[config.mk]
export PLATFORM = sky130hd
export DESIGN_NAME = freq_error_detector
export DESIGN_NICKNAME = d
export VERILOG_FILES = /design/src/rtl/freq_error_detector.sv
export SDC_FILE = /design/constraint.sdc
export NUM_CORES = 1
export LEC_CHECK = 0
export BUFFER_PORTS_ARGS = -buffer_cell sky130_fd_sc_hd__buf_2
export CORE_MARGIN = 2
export CORE_UTILIZATION = 55
export DETAILED_ROUTE_END_ITERATION = 7
export GPL_ROUTABILITY_DRIVEN = 0
export HOLD_SLACK_MARGIN = 0.12
export MAX_ROUTING_LAYER = met4
export PLACE_DENSITY = 0.83
export SLEW_MARGIN = 30
export SYNTH_ARGS = -nofsm -noshare
export SYNTH_HDL_FRONTEND = slang
export SYNTH_SLANG_ARGS = --single-unit
[constraint.sdc]
create_clock -name gen_clk_i -period 5.8 [get_ports gen_clk_i]
set_input_delay 1.16 -clock gen_clk_i [delete_from_list [all_inputs] [get_ports gen_clk_i]]
set_output_delay 1.16 -clock gen_clk_i [all_outputs]
set_load 0.005 [all_outputs]
[src/rtl/freq_error_detector.sv]
// freq_error_detector: counts feedback clock edges per reference period and
// reports a saturated signed error (target - count) with a one-cycle strobe.
// Optional lock detector compiled only when FED_LOCK_DETECT_EN is defined;
// the default build ties lock_o low.
module freq_error_detector #(
  parameter int                     DYNAMIC_VAL = 1,
  parameter int                     ERROR_WIDTH = 5,
  parameter int                     COUNT_WIDTH = 8,
  parameter logic [COUNT_WIDTH-1:0] N_TARGET    = 8'd16,
  parameter int                     LOCK_TOL    = 1,
  parameter int                     LOCK_COUNT  = 4
) (
  input  logic                          gen_clk_i,
  input  logic                          reset_i,
  input  logic                          ref_i,
  input  logic                          fb_i,
  input  logic [COUNT_WIDTH-1:0]        n_target_i,
  output logic signed [ERROR_WIDTH-1:0] error_o,
  output logic                          error_valid_o,
  output logic                          lock_o
);

  typedef enum logic {WAIT_REF, MEASURE} state_t;
  typedef logic signed [COUNT_WIDTH:0]   wide_t;
  typedef logic signed [ERROR_WIDTH-1:0] err_t;

  localparam logic [COUNT_WIDTH-1:0] COUNT_MAX = '1;
  localparam wide_t ERR_MAX = wide_t'((2 ** (ERROR_WIDTH - 1)) - 1);
  localparam wide_t ERR_MIN = wide_t'(-(2 ** (ERROR_WIDTH - 1)));

  // The error must fit in the signed difference of two counts.
  if (ERROR_WIDTH > COUNT_WIDTH + 1 || LOCK_COUNT < 1 || LOCK_TOL < 0) begin : g_bad_params
    $error("freq_error_detector: illegal parameter combination");
  end

  logic ref_meta, ref_sync, ref_prev, ref_pulse;
  logic fb_meta, fb_sync, fb_prev, fb_pulse;

  state_t                 state, state_next;
  logic [COUNT_WIDTH-1:0] count, count_next, count_closed, target;
  logic                   period_close;
  wide_t                  raw;
  err_t                   error_next;

  // Static target is a constant mux so only one source survives synthesis.
  assign target = (DYNAMIC_VAL != 0) ? n_target_i : N_TARGET;

  // Two-flop synchronizers plus registered rising-edge detectors.
  always_ff @(posedge gen_clk_i) begin
    if (reset_i) begin
      ref_meta  <= 1'b0;
      ref_sync  <= 1'b0;
      ref_prev  <= 1'b0;
      ref_pulse <= 1'b0;
      fb_meta   <= 1'b0;
      fb_sync   <= 1'b0;
      fb_prev   <= 1'b0;
      fb_pulse  <= 1'b0;
    end else begin
      ref_meta  <= ref_i;
      ref_sync  <= ref_meta;
      ref_prev  <= ref_sync;
      ref_pulse <= ref_sync & ~ref_prev;
      fb_meta   <= fb_i;
      fb_sync   <= fb_meta;
      fb_prev   <= fb_sync;
      fb_pulse  <= fb_sync & ~fb_prev;
    end
  end

  // Next-state logic; an fb pulse coincident with the closing ref pulse
  // belongs to the period being closed.
  always_comb begin
    state_next   = state;
    count_next   = count;
    period_close = 1'b0;
    count_closed = (fb_pulse && (count != COUNT_MAX)) ? count + 1'b1 : count;
    case (state)
      WAIT_REF: begin
        if (ref_pulse) begin
          state_next = MEASURE;
          count_next = '0;
        end
      end
      MEASURE: begin
        if (ref_pulse) begin
          period_close = 1'b1;
          count_next   = '0;
        end else begin
          count_next = count_closed;
        end
      end
      default: begin
        state_next = WAIT_REF;
        count_next = '0;
      end
    endcase
  end

  // Signed difference saturated into the error output range.
  always_comb begin
    raw = $signed({1'b0, target}) - $signed({1'b0, count_closed});
    if (raw > ERR_MAX) begin
      error_next = err_t'(ERR_MAX);
    end else if (raw < ERR_MIN) begin
      error_next = err_t'(ERR_MIN);
    end else begin
      error_next = err_t'(raw);
    end
  end

  // State, counter and registered error/strobe; error holds between strobes.
  always_ff @(posedge gen_clk_i) begin
    if (reset_i) begin
      state         <= WAIT_REF;
      count         <= '0;
      error_o       <= '0;
      error_valid_o <= 1'b0;
    end else begin
      state         <= state_next;
      count         <= count_next;
      error_valid_o <= period_close;
      if (period_close) begin
        error_o <= error_next;
      end
    end
  end

`ifdef FED_LOCK_DETECT_EN
  localparam int LW = $clog2(LOCK_COUNT + 1);
  localparam logic [LW-1:0] LOCK_FULL = LW'(LOCK_COUNT);

  logic [LW-1:0] lock_cnt, lock_cnt_next;
  logic          in_tol;

  // Count consecutive in-tolerance strobes, saturating at LOCK_COUNT.
  always_comb begin
    in_tol        = (int'(error_o) <= LOCK_TOL) && (int'(error_o) >= -LOCK_TOL);
    lock_cnt_next = lock_cnt;
    if (error_valid_o) begin
      if (!in_tol) begin
        lock_cnt_next = '0;
      end else if (lock_cnt != LOCK_FULL) begin
        lock_cnt_next = lock_cnt + 1'b1;
      end
    end
  end

  // Lock register follows the counter the cycle after each strobe.
  always_ff @(posedge gen_clk_i) begin
    if (reset_i) begin
      lock_cnt <= '0;
      lock_o   <= 1'b0;
    end else begin
      lock_cnt <= lock_cnt_next;
      lock_o   <= (lock_cnt_next == LOCK_FULL);
    end
  end
`else
  assign lock_o = 1'b0;
`endif

endmodule

==> impl_metrics.env <==
export IMPL_status="finished, final reports clean"
export IMPL_grt_max_degree=15
export IMPL_antenna_found_initial=0
export IMPL_clockRootBuffer="clkbuf_4"
export IMPL_post_cts_resize_count=0
export IMPL_p_leak_uw=0.0006613
export IMPL_area_growth_pct=8.482
export IMPL_clk_path_buf_depth=2
export IMPL_whs_ns=0.3941
export IMPL_p_sw_share_pct=27.71
export IMPL_core_area_um2=2455
export IMPL_hpwl_mm=2.082
export IMPL_cts_buffers=3
export IMPL_period_minus_slack_ns=3.403
export IMPL_worstSetupPathType="flop to flop"
export IMPL_finalSetupViolations=0
export IMPL_htreeDepth=1
export IMPL_cts_sinks=23
export IMPL_start_util_pct=57.08
export IMPL_required_ns=6.03
export IMPL_routed_wl_mm=2.577
export IMPL_die_w_um=54.48
export IMPL_powerDensity_nw_per_um2=188.2
export IMPL_end_kind="flop"
export IMPL_synth_edf_count=0
export IMPL_cp_start_kind="flop"
export IMPL_synthTopCellsByArea="dfxtp_1 (33%), ha_1 (8.9%), xor2_1 (7.5%), nor2_1 (6.2%), nor2b_1 (3.6%)"
export IMPL_yosysSeqAreaShare_pct=32.86
export IMPL_n_antenna_cell=0
export IMPL_period_share_pct=58.67
export IMPL_drc_errors=0
export IMPL_grt_pass1_wl_mm=4.160
export IMPL_worst_path_max_delay_cell="fa_1"
export IMPL_synth_top_area_share_pct=32.86
export IMPL_first_global_vias=1021
export IMPL_via_per_inst=5.452
export IMPL_crit_arrival_ns=3.63
export IMPL_pre_cts_ws_ns=2.382
export IMPL_cts_hold_fix_buffers=0
export IMPL_ys_flop_type="dfxtp_1"
export IMPL_nFillCells=233
export IMPL_die_h_um=54.48
export IMPL_grt_usage_pct=20.38
export IMPL_worstPathMaxFanout=5
export IMPL_seqPwrFrac_pct=56.8
export IMPL_rsz0062_at_grt="no"
export IMPL_slew_viol_final=0
export IMPL_fin_ws_ns=2.397
export IMPL_drive_gt1_share_pct=19.53
export IMPL_max_freq_ghz=0.2939
export IMPL_synth_seq_cells=23
export IMPL_power_frac_comb_pct=15.9
export IMPL_multiInputGateArea_um2=890.9
export IMPL_slowest_delay_ns=0.43
export IMPL_overflow=0
export IMPL_yosys_area_top_type="dfxtp_1"
export IMPL_drtAntennaViolNets=0
export IMPL_register_area_um2=460.4
export IMPL_hold_class="flop to flop"
export IMPL_cts_tree="done"
export IMPL_clk_pin_slew_ns=0.12
export IMPL_clkPwrFrac_pct=27.3
export IMPL_syn_nets=177
export IMPL_hold_viol_final=0
export IMPL_clock_latency_ns=0.33
export IMPL_dieArea_um2=2968
export IMPL_nets=193
export IMPL_wl_per_cell_um=12.95
export IMPL_post_cts_setup_buffers=0
export IMPL_setup_tns_ns=0
export IMPL_numPortBuffers=17
export IMPL_drt_first_pass_iters=4
export IMPL_synth_area_um2=1401
export IMPL_placementRows=18
export IMPL_p_int_uw=206.8
export IMPL_ir_drop_mv=0.1729
export IMPL_skew_ns=0.009021
export IMPL_syn_inst=154
export IMPL_maxCapViolations=0
export IMPL_crit_chain="and3_1 > and4_4 > a21boi_4 > mux2i_1 > inv_1 > fa_1 > nand2b_1 > a21o_1 > o21ai_2 > xor2_2 > a31oi_1 > or2_0 > a211oi_1"
export IMPL_yosysUniqueCellTypes=45
export IMPL_synth_avg_cell_area_um2=9.100
export IMPL_vias=1085
export IMPL_ios=19
export IMPL_p_switching_uw=79.28
export IMPL_ys_warnings_count=0
export IMPL_drt_iter0_markers=12
export IMPL_postSynth_asyncResetShare_pct=0
export IMPL_synth_common_cells="dfxtp_1 (23), nor2_1 (23), xor2_1 (12), ha_1 (10)"
-- area by class of cell --
| class | instances | area share [%] |
|---|---|---|
| multi-input cells | 120 | 58.60 |
| well taps | 30 | 2.469 |
| clock buffers | 3 | 1.481 |
| repair buffers | 17 | 5.597 |
| flip-flops and latches | 23 | 30.29 |
| clock inverters | 1 | 0.3292 |
| inverters | 5 | 1.235 |
-- state kept, by name, indices dropped and copies added, names as in the netlist --
register       count
error_valid_o      1
fb_prev            1
fb_meta            1
error_o            5
ref_prev           1
fb_pulse           1
ref_meta           1
state              1
ref_pulse          1
fb_sync            1
ref_sync           1
count              8
-- power groups by stage --
stage          clock network [uW]  registers, uW  logic [uW]
2_1_floorplan                   0            165        35.9
3_3_place_gp                    0            166        43.7
3_5_place_dp                    0            166        45.3
4_1_cts                      78.3            163        45.6
5_1_grt                      84.8            163        50.0
6_report                     78.0            163        45.5
-- metrics by stage --
stage	instances	total power (uW)	util [%]	cell area, um2
2_1_floorplan	154	200.9	-	1401
3_3_place_gp	195	209.6	60.81	1493
5_1_grt	199	297.7	61.93	1520
3_5_place_dp	195	211.4	60.81	1493
4_1_cts	199	286.5	61.93	1520
6_report	199	286.1	61.93	1520
-- layout by cell type (no fill, tap or decap), types with 4 or more instances in the layout --
cell type,Yosys,final
nor2_1,23,23
dfxtp_1,23,23
buf_2,1,17
xor2_1,12,12
ha_1,10,10
nand2_1,8,8
nor2b_1,8,8
inv_1,5,5
xnor2_1,5,5
a21oi_1,5,5
nand4_1,4,4
a211oi_1,4,4
-- critical path, delay by kind of cell, from the launching register on --
family	cells	cell delay [ns]
AO/OA/AOI/OAI	5	1.01
flip-flops	1	0.38
XOR/XNOR	1	0.23
AND/OR/NAND/NOR	4	0.86
buffers and inverters	1	0.10
adder cells (fa/ha/maj)	1	0.43
multiplexers	1	0.32
-- logic make-up after synthesis --
family / share of synthesized area (%)
muxes: 0.7143
buffers and inverters: 3.571
adders and majority gates: 10.36
other: 0.2676
and+or+nand+nor: 22.59
xor gates and xnor gates: 12.95
DFF: 32.86
AOI/OAI and AO/OA: 16.70
-- final timing paths --
kind,from,end,slack (ns),cells past startpoint
hold reg to reg,fb_prev,fb_pulse,0.39,1
setup reg to reg,count[3],error_o[0],2.40,13
setup / recovery,count[3],error_o[0],2.40,13
hold / removal,fb_prev,fb_pulse,0.39,1
-- metal layers --
layer	wire, um	GRT usage (%)	share of wire [%]	up-vias
met4	81	11.67	3.1	0
met3	119	3.279	4.6	9
met1	1131	22.75	44	487
met2	1244	34.34	48	34
met5	0	-	0	-
li1	-	-	-	555
Note: power is estimated with default switching activity, not from simulation.
